--- src/rtl/sprite_frame_scheduler_pkg.sv ---
// Shared types and constants for the sprite frame scheduler.
package sprite_frame_scheduler_pkg;

  localparam int FRAME_W    = 320;
  localparam int FRAME_H    = 240;
  localparam int SPRITE_DIM = 8;
  localparam int COORD_W    = 17;
  localparam int IMG_W      = 8;

  // Largest top-left address that keeps the whole 8x8 sprite on screen:
  // x <= 312 and y <= 232, i.e. 312 + 320*232 = 74552.
  localparam int MAX_COORD  = (FRAME_H - SPRITE_DIM) * FRAME_W + (FRAME_W - SPRITE_DIM);

  typedef enum logic [2:0] {
    IDLE,
    SCAN,
    ISSUE,
    WAIT_ACK,
    WAIT_DONE,
    DONE
  } sched_state_e;

  // One table entry: 1 + 17 + 8 = 26 bits.
  typedef struct packed {
    logic               en;
    logic [COORD_W-1:0] coord;
    logic [IMG_W-1:0]   img;
  } sprite_entry_t;

  // True when a sprite at this top-left address fits inside the frame.
  function automatic logic coord_in_frame(input logic [COORD_W-1:0] c);
    return c <= COORD_W'(MAX_COORD);
  endfunction

endpackage

--- src/rtl/sprite_frame_scheduler_if.sv ---
// Draw-engine handshake: scheduler is the master, engine the slave.
interface sprite_frame_scheduler_if;
  import sprite_frame_scheduler_pkg::*;

  logic               draw_start;
  logic [COORD_W-1:0] draw_coord;
  logic [IMG_W-1:0]   draw_img;
  logic               draw_rdy;

  modport master (output draw_start, draw_coord, draw_img, input draw_rdy);
  modport slave  (input draw_start, draw_coord, draw_img, output draw_rdy);

endinterface

--- src/rtl/sprite_frame_scheduler_sprite_table.sv ---
// Sprite descriptor register file: synchronous write, async read, cleared on reset.
module sprite_table
  import sprite_frame_scheduler_pkg::*;
#(
  parameter  int NUM_SPRITES = 16,
  localparam int IDX_W       = $clog2(NUM_SPRITES)
) (
  input  logic          clk,
  input  logic          rst_n,
  input  logic          we,
  input  logic [IDX_W-1:0] widx,
  input  sprite_entry_t wdata,
  input  logic [IDX_W-1:0] ridx,
  output sprite_entry_t rdata
);

  sprite_entry_t mem_q [NUM_SPRITES];
  sprite_entry_t mem_d [NUM_SPRITES];

  // Next table contents: only the addressed entry changes on a write.
  always_comb begin
    mem_d = mem_q;
    if (we) mem_d[widx] = wdata;
  end

  // Table storage; reset clears every entry (en=0, coord=0, img=0).
  always_ff @(posedge clk or negedge rst_n) begin
    if (!rst_n) begin
      for (int i = 0; i < NUM_SPRITES; i++) mem_q[i] <= '0;
    end else begin
      mem_q <= mem_d;
    end
  end

  // Read sees the pre-edge value, so a same-cycle write to the scanned
  // entry only takes effect on a later scan.
  assign rdata = mem_q[ridx];

endmodule

--- src/rtl/sprite_frame_scheduler.sv ---
// Per-frame sequencer: walks the sprite table once per frame_start and
// issues one engine draw per enabled, in-frame entry.
module sprite_frame_scheduler
  import sprite_frame_scheduler_pkg::*;
#(
  parameter  int NUM_SPRITES = 16,
  localparam int IDX_W       = $clog2(NUM_SPRITES)
) (
  input  logic                    clk,
  input  logic                    rst_n,
  input  logic                    frame_start,
  input  logic                    tbl_we,
  input  logic [IDX_W-1:0]        tbl_idx,
  input  logic [COORD_W-1:0]      tbl_coord,
  input  logic [IMG_W-1:0]        tbl_img,
  input  logic                    tbl_en,
  sprite_frame_scheduler_if.master draw,
  output logic                    busy,
  output logic                    frame_done,
  output logic                    frame_overrun,
  output logic [IDX_W:0]          drawn_cnt
);

  localparam logic [IDX_W-1:0] LAST_IDX = IDX_W'(NUM_SPRITES - 1);

  sched_state_e       state_q, state_d;
  logic [IDX_W-1:0]   idx_q, idx_d;
  logic [IDX_W:0]     run_cnt_q, run_cnt_d;
  logic [IDX_W:0]     drawn_cnt_q, drawn_cnt_d;
  logic               draw_start_q, draw_start_d;
  logic [COORD_W-1:0] draw_coord_q, draw_coord_d;
  logic [IMG_W-1:0]   draw_img_q, draw_img_d;

  sprite_entry_t      wr_entry, rd_entry;

  assign wr_entry = '{en: tbl_en, coord: tbl_coord, img: tbl_img};

  sprite_table #(.NUM_SPRITES(NUM_SPRITES)) u_table (
    .clk   (clk),
    .rst_n (rst_n),
    .we    (tbl_we),
    .widx  (tbl_idx),
    .wdata (wr_entry),
    .ridx  (idx_q),
    .rdata (rd_entry)
  );

  // Next-state logic for the frame pass.
  always_comb begin
    state_d      = state_q;
    idx_d        = idx_q;
    run_cnt_d    = run_cnt_q;
    drawn_cnt_d  = drawn_cnt_q;
    draw_start_d = 1'b0;
    draw_coord_d = draw_coord_q;
    draw_img_d   = draw_img_q;
    case (state_q)
      IDLE: begin
        if (frame_start) begin
          state_d   = SCAN;
          idx_d     = '0;
          run_cnt_d = '0;
        end
      end
      SCAN: begin
        if (rd_entry.en && coord_in_frame(rd_entry.coord)) begin
          draw_coord_d = rd_entry.coord;
          draw_img_d   = rd_entry.img;
          state_d      = ISSUE;
        end else if (idx_q == LAST_IDX) begin
          state_d = DONE;
        end else begin
          idx_d = idx_q + 1'b1;
        end
      end
      ISSUE: begin
        // Start goes out on the registered output, so the engine sees it
        // while we sit in WAIT_ACK.
        if (draw.draw_rdy) begin
          draw_start_d = 1'b1;
          state_d      = WAIT_ACK;
        end
      end
      WAIT_ACK: begin
        // Engine drops rdy during this cycle; its rdy is not trusted yet.
        state_d = WAIT_DONE;
      end
      WAIT_DONE: begin
        if (draw.draw_rdy) begin
          run_cnt_d = run_cnt_q + 1'b1;
          if (idx_q == LAST_IDX) begin
            state_d = DONE;
          end else begin
            idx_d   = idx_q + 1'b1;
            state_d = SCAN;
          end
        end
      end
      DONE: begin
        drawn_cnt_d = run_cnt_q;
        state_d     = IDLE;
      end
      default: state_d = IDLE;
    endcase
  end

  // FSM and output registers; async reset aborts any pass in flight.
  always_ff @(posedge clk or negedge rst_n) begin
    if (!rst_n) begin
      state_q      <= IDLE;
      idx_q        <= '0;
      run_cnt_q    <= '0;
      drawn_cnt_q  <= '0;
      draw_start_q <= 1'b0;
      draw_coord_q <= '0;
      draw_img_q   <= '0;
    end else begin
      state_q      <= state_d;
      idx_q        <= idx_d;
      run_cnt_q    <= run_cnt_d;
      drawn_cnt_q  <= drawn_cnt_d;
      draw_start_q <= draw_start_d;
      draw_coord_q <= draw_coord_d;
      draw_img_q   <= draw_img_d;
    end
  end

  assign draw.draw_start = draw_start_q;
  assign draw.draw_coord = draw_coord_q;
  assign draw.draw_img   = draw_img_q;
  assign drawn_cnt       = drawn_cnt_q;
  assign busy            = (state_q != IDLE);
  assign frame_done      = (state_q == DONE);
  // Flagged in the same cycle as the ignored pulse, including during DONE.
  assign frame_overrun   = frame_start && (state_q != IDLE);

endmodule
--- src/flat_wrapper.sv ---
// flat-port wrapper written by rule: the top's interface ports become plain ports
module sprite_frame_scheduler_flat import sprite_frame_scheduler_pkg::*;
#(
  parameter  int NUM_SPRITES = 16,
  localparam int IDX_W       = $clog2(NUM_SPRITES)
)
  (clk, rst_n, frame_start, tbl_we, tbl_idx, tbl_coord, tbl_img, tbl_en, busy, frame_done, frame_overrun, drawn_cnt, draw_draw_start, draw_draw_coord, draw_draw_img, draw_draw_rdy);
  sprite_frame_scheduler_if draw_i ();
  input  logic clk;
  input  logic rst_n;
  input  logic frame_start;
  input  logic tbl_we;
  input  logic [IDX_W-1:0] tbl_idx;
  input  logic [COORD_W-1:0] tbl_coord;
  input  logic [IMG_W-1:0] tbl_img;
  input  logic tbl_en;
  output logic busy;
  output logic frame_done;
  output logic frame_overrun;
  output logic [IDX_W:0] drawn_cnt;
  output wire logic [$bits(draw_i.draw_start)-1:0] draw_draw_start;
  output wire logic [$bits(draw_i.draw_coord)-1:0] draw_draw_coord;
  output wire logic [$bits(draw_i.draw_img)-1:0] draw_draw_img;
  input wire logic [$bits(draw_i.draw_rdy)-1:0] draw_draw_rdy;
  assign draw_draw_start = draw_i.draw_start;
  assign draw_draw_coord = draw_i.draw_coord;
  assign draw_draw_img = draw_i.draw_img;
  assign draw_i.draw_rdy = draw_draw_rdy;
  sprite_frame_scheduler #(.NUM_SPRITES(NUM_SPRITES)) u_core (.clk(clk), .rst_n(rst_n), .frame_start(frame_start), .tbl_we(tbl_we), .tbl_idx(tbl_idx), .tbl_coord(tbl_coord), .tbl_img(tbl_img), .tbl_en(tbl_en), .draw(draw_i), .busy(busy), .frame_done(frame_done), .frame_overrun(frame_overrun), .drawn_cnt(drawn_cnt));
endmodule
--- config.mk ---
export PLATFORM = sky130hd
export DESIGN_NAME = sprite_frame_scheduler_flat
export DESIGN_NICKNAME = d
export VERILOG_FILES = /design/src/rtl/sprite_frame_scheduler_pkg.sv /design/src/rtl/sprite_frame_scheduler_if.sv /design/src/rtl/sprite_frame_scheduler_sprite_table.sv /design/src/rtl/sprite_frame_scheduler.sv /design/src/flat_wrapper.sv
export SDC_FILE = /design/constraint.sdc
export NUM_CORES = 1
export LEC_CHECK = 0
export ABC_AREA = 1
export BUFFER_PORTS_ARGS = -buffer_cell sky130_fd_sc_hd__buf_2
export CORE_MARGIN = 2
export CORE_UTILIZATION = 50
export DETAILED_ROUTE_END_ITERATION = 6
export PLACE_DENSITY = 0.78
export SETUP_SLACK_MARGIN = 0.05
export SLEW_MARGIN = 20
export SYNTH_ARGS = -nofsm -noshare
export SYNTH_HDL_FRONTEND = slang
export SYNTH_SLANG_ARGS = --single-unit
--- constraint.sdc ---
create_clock -name clk -period 4.2 [get_ports clk]
set_input_delay 0.42 -clock clk [delete_from_list [all_inputs] [get_ports clk]]
set_output_delay 0.42 -clock clk [all_outputs]
set_load 0.005 [all_outputs]
# == After elaboration in Yosys (flattened, before gate mapping) ==
# Index checks and enable logic that the tools add are counted.
# totals
elab_cells,108
out_inout_bits,34
ff_bits,459
# op_classes
bitwise_logic,2
addsub,2
eq_ne,11
n_reduce_logical,11
muxes,23
order_cmp,4
# ops
op,n
$bwmux W416,1
$bmux W26 S4,1
$demux W26 S4,1
$mux W26,3
$mux W3,6
$le A17 B17 Y1 const B,1
$mux W4,4
$pmux W3 S5,1
$pmux W4 S3,1
$ge A5 B5 Y1 const B,2
$mux W5,2
$not A4 Y5,2
$pmux W5 S2,1
$ne A2 B2 Y1 const B,4
$reduce_and A4 Y1,2
$eq A3 B2 Y1 const B,2
$eq A3 B3 Y1 const B,2
$reduce_bool A3 Y1,2
$add A5 B1 Y5 const B,1
$lt A5 B1 Y1 const B,1
$add A4 B1 Y4 const B,1
$eq A4 B4 Y1 const B,1
$eq A3 B1 Y1 const B,1
$logic_and A1 B1 Y1,3
6 further kinds,7

# == Longest topological paths before layout ==
# logic_depth
depth_word,8
depth_mapped,21
ltp_nobuf,19

# == Cells and area by module ==
# Synthesis repeated with hierarchy kept, for this count alone.
# unflattened
cells_unflattened,2910
area_unflattened_um2,21879.7
# by_module_without_submodules
mod,area_per_inst_um2,seq_area_each_um2,cells_per_inst,n_inst
sprite_table,19904.1,10410.0,2667,1
sprite_frame_scheduler,1975.6,1076.0,243,1

# == Worst setup path after synthesis ==
# Ideal clock, no wire load.
# synth_path
kind,reg2reg
startpoint,register u_core.idx_q[0]
endpoint,"register u_core.draw_img_q[5], in the netlist u_core.draw.draw_img[5]"
setup_slack_ns,1.942
required_time_ns,4.083
path_buffers,5
stages_incl_launch_ff,18
arrival_ns,2.140
setup_ns,0.117
cell_sequence,dfrtp_1 buf_6 buf_6 buf_6 o211ai_1 nand3_1 nand3_1 nand2_1 nor2_1 nand2_1 nor2_1 nand3b_1 nand2_1 nand3_2 buf_6 buf_6 nand2_1 o21ai_2
# synth_via
elab_chain_cells,7
# synth_lines
item,line,source
from (decl),sprite_frame_scheduler.sv:27,"logic [IDX_W-1:0] idx_q, idx_d;"
from (signal assigned),sprite_frame_scheduler.sv:119,idx_q <= idx_d;
$not A4 Y5 (not written as such) (*),sprite_frame_scheduler_sprite_table.sv:37,assign rdata = mem_q[ridx];
$bmux W26 S4 (*),sprite_frame_scheduler_sprite_table.sv:37,
$mux W26 (not written as such) (*) (2 in a row),sprite_frame_scheduler_sprite_table.sv:37,
$le A17 B17 Y1,sprite_frame_scheduler_pkg.sv:32,return c <= COORD_W'(MAX_COORD);
$logic_and A1 B1 Y1,sprite_frame_scheduler.sv:66,if (rd_entry.en && coord_in_frame(rd_entry.coord)) begin
$reduce_and A2 Y1 (no source line),--,
to (signal assigned),sprite_frame_scheduler.sv:124,draw_img_q <= draw_img_d;
to (decl),sprite_frame_scheduler.sv:32,"logic [IMG_W-1:0] draw_img_q, draw_img_d;"
# Every way passes the cells marked *; elsewhere a longest branch is shown, timed or not. The select of a mux whose other input is x is not followed.
# A chain may end at the register's enable or synchronous reset.

# == Worst setup path after layout ==
# layout_path
startpoint,register u_core.idx_q[0]
endpoint,"register u_core.draw_img_q[2], in the netlist u_core.draw.draw_img[2]"
# Same word-level chain as after synthesis.

==> impl_metrics.json <==
{
  "status": "finished, final reports clean",
  "synth_top_area_share": 0.5507,
  "gp_congestion": 0.8156,
  "whs_ns": 0.08154,
  "crit_type": "reg2reg",
  "ios": 69,
  "die_x_um": 208.3,
  "syn2layout_area_growth_pct": 10.21,
  "grt_setup_unrepaired": "false",
  "ys_seq_area_frac": 0.5507,
  "grt_pass1_vias": 17530,
  "vias": 17840,
  "grt_util_met1": 0.3529,
  "initial_core_util": 0.5085,
  "cp_data_required_time_ns": 4.65,
  "routedWlPerCell_um": 18.91,
  "diodes": 0,
  "drc_errors": 0,
  "grt_max_degree": 118,
  "final_antenna_net_count": 0,
  "worstMarginPinSlew_ns": 0.9798,
  "h-tree-depth": 2,
  "critPathMaxFanout": 64,
  "synth_compound_area_frac": 0.1798,
  "finalSetupViolCount": 0,
  "timing.rr.start": "u_core.idx_q[0]",
  "crit_path_start_kind": "register",
  "finalNetCount": 2561,
  "drive_gt1_frac": 0.08565,
  "grtUsageMet2": 0.4490,
  "maxCapViolCount": 0,
  "hold_path_startpoint": "tbl_coord[5]",
  "holdPathStages": 3,
  "synth_adder_area_share": 0.001200,
  "grt_overflow": 0,
  "ys.flop_type": "dfrtp_1",
  "clockBufferDepth": 3,
  "io_buffer_count": 68,
  "grt_pass1_wl_um": 94670,
  "finalCritPeriodShare": 0.8437,
  "final_area_sq_mm": 0.02299,
  "synthArstFlopShare": 1.000,
  "insertion_delay_ns": 0.58,
  "ir_worst_vdd_v": 0.0003670,
  "fin_skew_ns": 0.01801,
  "maxSlewViolCount": 0,
  "p_per_area_mw_per_mm2": 649.7,
  "num_rows": 74,
  "cts-buffers-inserted": 48,
  "dp_cells": 3004,
  "drt-total-wl_um": 58420,
  "slew_headroom": 0.3468,
  "critPathCaptureType": "register",
  "fmax_mhz": 282.2,
  "yosysTopAreaCell": "dfrtp_1",
  "hold_viol": 0,
  "syn_nets": 2599,
  "fin_crit_ns": 3.544,
  "drt_iter0_markers": 1919,
  "dp_hpwl_um": 33520,
  "dieArea_sq_mm": 0.04337,
  "synth.distinct_cells": 33,
  "avgSynthCellArea_sq_um": 8.142,
  "syn_inst": 2562,
  "firstDrtPassIters": 6,
  "rr_worst_depth": 20,
  "cts_root_buffer": "clkbuf_16",
  "dpl_cell_area_sq_mm": 0.02143,
  "ys_warn_count": 0,
  "syn_area_sq_mm": 0.02086,
  "stdcell_count": 3089,
  "grt_antenna_before_repair": 0,
  "vias_per_cell": 5.776,
  "synthXorXnorAreaFrac": 0.001260,
  "tns_ns": 0,
  "rr_endpoint": "u_core.draw.draw_img[2]",
  "cellLeakagePower_uw": 0.01103,
  "min_to": "u_core.u_table.mem_q[169]",
  "synth_area_leaders": "dfrtp_1, o21ai_0, nand2_1",
  "grt-busiest-layer": "met2",
  "die_h_um": 208.3,
  "arrival_ns": 4.00,
  "rrSetupSlack_ns": 0.66,
  "hold_path_class": "in2reg",
  "synthMuxAreaShare": 0,
  "synth_top_family_by_area": "simple AND/OR/NAND/NOR gates",
  "clkTransAtPathRegs_ns": 0.06,
  "cts.sinks": 459,
  "synth-simple-area-share": 0.1960,
  "grtUsageMet3": 0.04317,
  "cts_tree": "yes",
  "coreArea_sq_mm": 0.04102,
  "synth.ff_latch_count": 459,
  "grt_use_total": 0.2735,
  "synth_edf_count": 0
}
[flip-flops by register name (all words and copies together) (netlist names)]
register / cells
u_core.draw.draw_coord: 17
u_core.draw.draw_img: 8
u_core.draw.draw_start: 1
u_core.drawn_cnt: 5
u_core.idx_q: 4
u_core.run_cnt_q: 5
u_core.state_q: 3
u_core.u_table.mem_q: 416
[layer usage]
metal,part of all wire,vias to the layer above
met5,0,-
met4,0.048,0
met3,0.078,144
met2,0.48,818
met1,0.40,8626
li1,-,8255
[power breakdown]
group / total [uW] / internal (uW) / switching [uW]
clock network: 4150 / 2410 / 1730
logic: 4830 / 1590 / 3250
registers: 5950 / 5400 / 551
total: 14900 / 9400 / 5530
[synth_stat cells (3+ instances only)]
library cell / count
a21oi_1: 36
a31oi_1: 3
buf_1: 7
buf_2: 25
buf_4: 8
buf_6: 14
clkbuf_1: 143
dfrtp_1: 459
inv_1: 149
inv_2: 4
nand2_1: 702
nand2_2: 3
nand3_1: 121
nor2_1: 195
o211ai_1: 38
o21ai_0: 596
o21ai_1: 3
o21ai_2: 11
o221ai_1: 7
o22ai_1: 15
or2_1: 3
or2_2: 6
[worst max-delay path by stage]
stage | from | endpoint | slack (ns) | depth (start not counted)
4_1_cts | u_core.idx_q[0] | u_core.idx_q[0] | 0.75 | 20
6_report | u_core.idx_q[0] | u_core.draw.draw_img[2] | 0.66 | 20
3_3_place_gp | u_core.idx_q[0] | u_core.draw.draw_coord[11] | 0.80 | 20
5_1_grt | u_core.idx_q[0] | u_core.idx_q[0] | 0.44 | 20
2_1_floorplan | u_core.idx_q[0] | u_core.draw.draw_img[5] | 1.94 | 17
3_5_place_dp | u_core.idx_q[0] | u_core.draw.draw_coord[9] | 0.77 | 20
[critical path: stages (launching register included)]
cell and delay, ns:
dfrtp_4 0.62, inv_4 0.56, buf_12 0.34, nand2_1 0.10, nand2_1 0.08, nand2_1 0.05, nand3_1 0.08, nand3_1 0.08
nand2_1 0.21, inv_1 0.10, nor2_1 0.10, nand3_1 0.09, nand2_1 0.07, nand2_1 0.05, nand2_1 0.06, nand2_1 0.08
nand3_2 0.08, buf_4 0.28, inv_2 0.18, nand2_1 0.09, nand2_1 0.06
[stage by stage]
stage	total power, uW	setup WS (ns)	utilization
2_1_floorplan	9375	1.942	-
3_3_place_gp	10590	0.7964	0.5224
3_5_place_dp	10760	0.7667	0.5224
4_1_cts	14930	0.7460	0.5594
5_1_grt	15910	0.4430	0.5605
6_report	14930	0.6565	0.5605
[logic make-up after synthesis]
group,after synthesis
AND/OR/NAND/NOR,1036
AO/OA/AOI/OAI,711
flip-flops,459
buffers and inverters,351
XOR/XNOR,3
adder cells (fa/ha/maj),2
[cell type report]
| type | instances | area [sq um] |
|---|---|---|
| Multi-Input combinational cell | 1752 | 7956 |
| Inverter | 154 | 580.6 |
| Clock buffer | 72 | 1403 |
| Fill cell | 3650 | 18030 |
| Clock inverter | 11 | 107.6 |
| Sequential cell | 459 | 11490 |
| Timing Repair Buffer | 109 | 780.7 |
| Tap cell | 532 | 665.6 |
[layout by cell type, fill, tap and decap left out, types with 5 or more instances in the layout]
cell	count
o221ai_1	7
buf_12	8
nand2_1	695
clkbuf_1	14
buf_4	31
clkinv_2	8
inv_1	148
o22ai_1	15
nor2_1	193
o21ai_0	596
dfrtp_1	456
nand3_2	5
o21ai_2	11
o211ai_1	38
a21oi_1	36
nand2_2	7
nand3_1	117
clkbuf_16	49
clkbuf_8	9
buf_2	67
or2_2	6
[timing repair]
item / 4_1_cts / 5_1_grt
resized for setup: 0 / 0
endpoints found under the setup margin: 0 / 0
buffers inserted: 0 / 0
hold endpoints to repair: 30 / 0
hold buffers: 1 / 0
(Power assumes the default switching activity.)
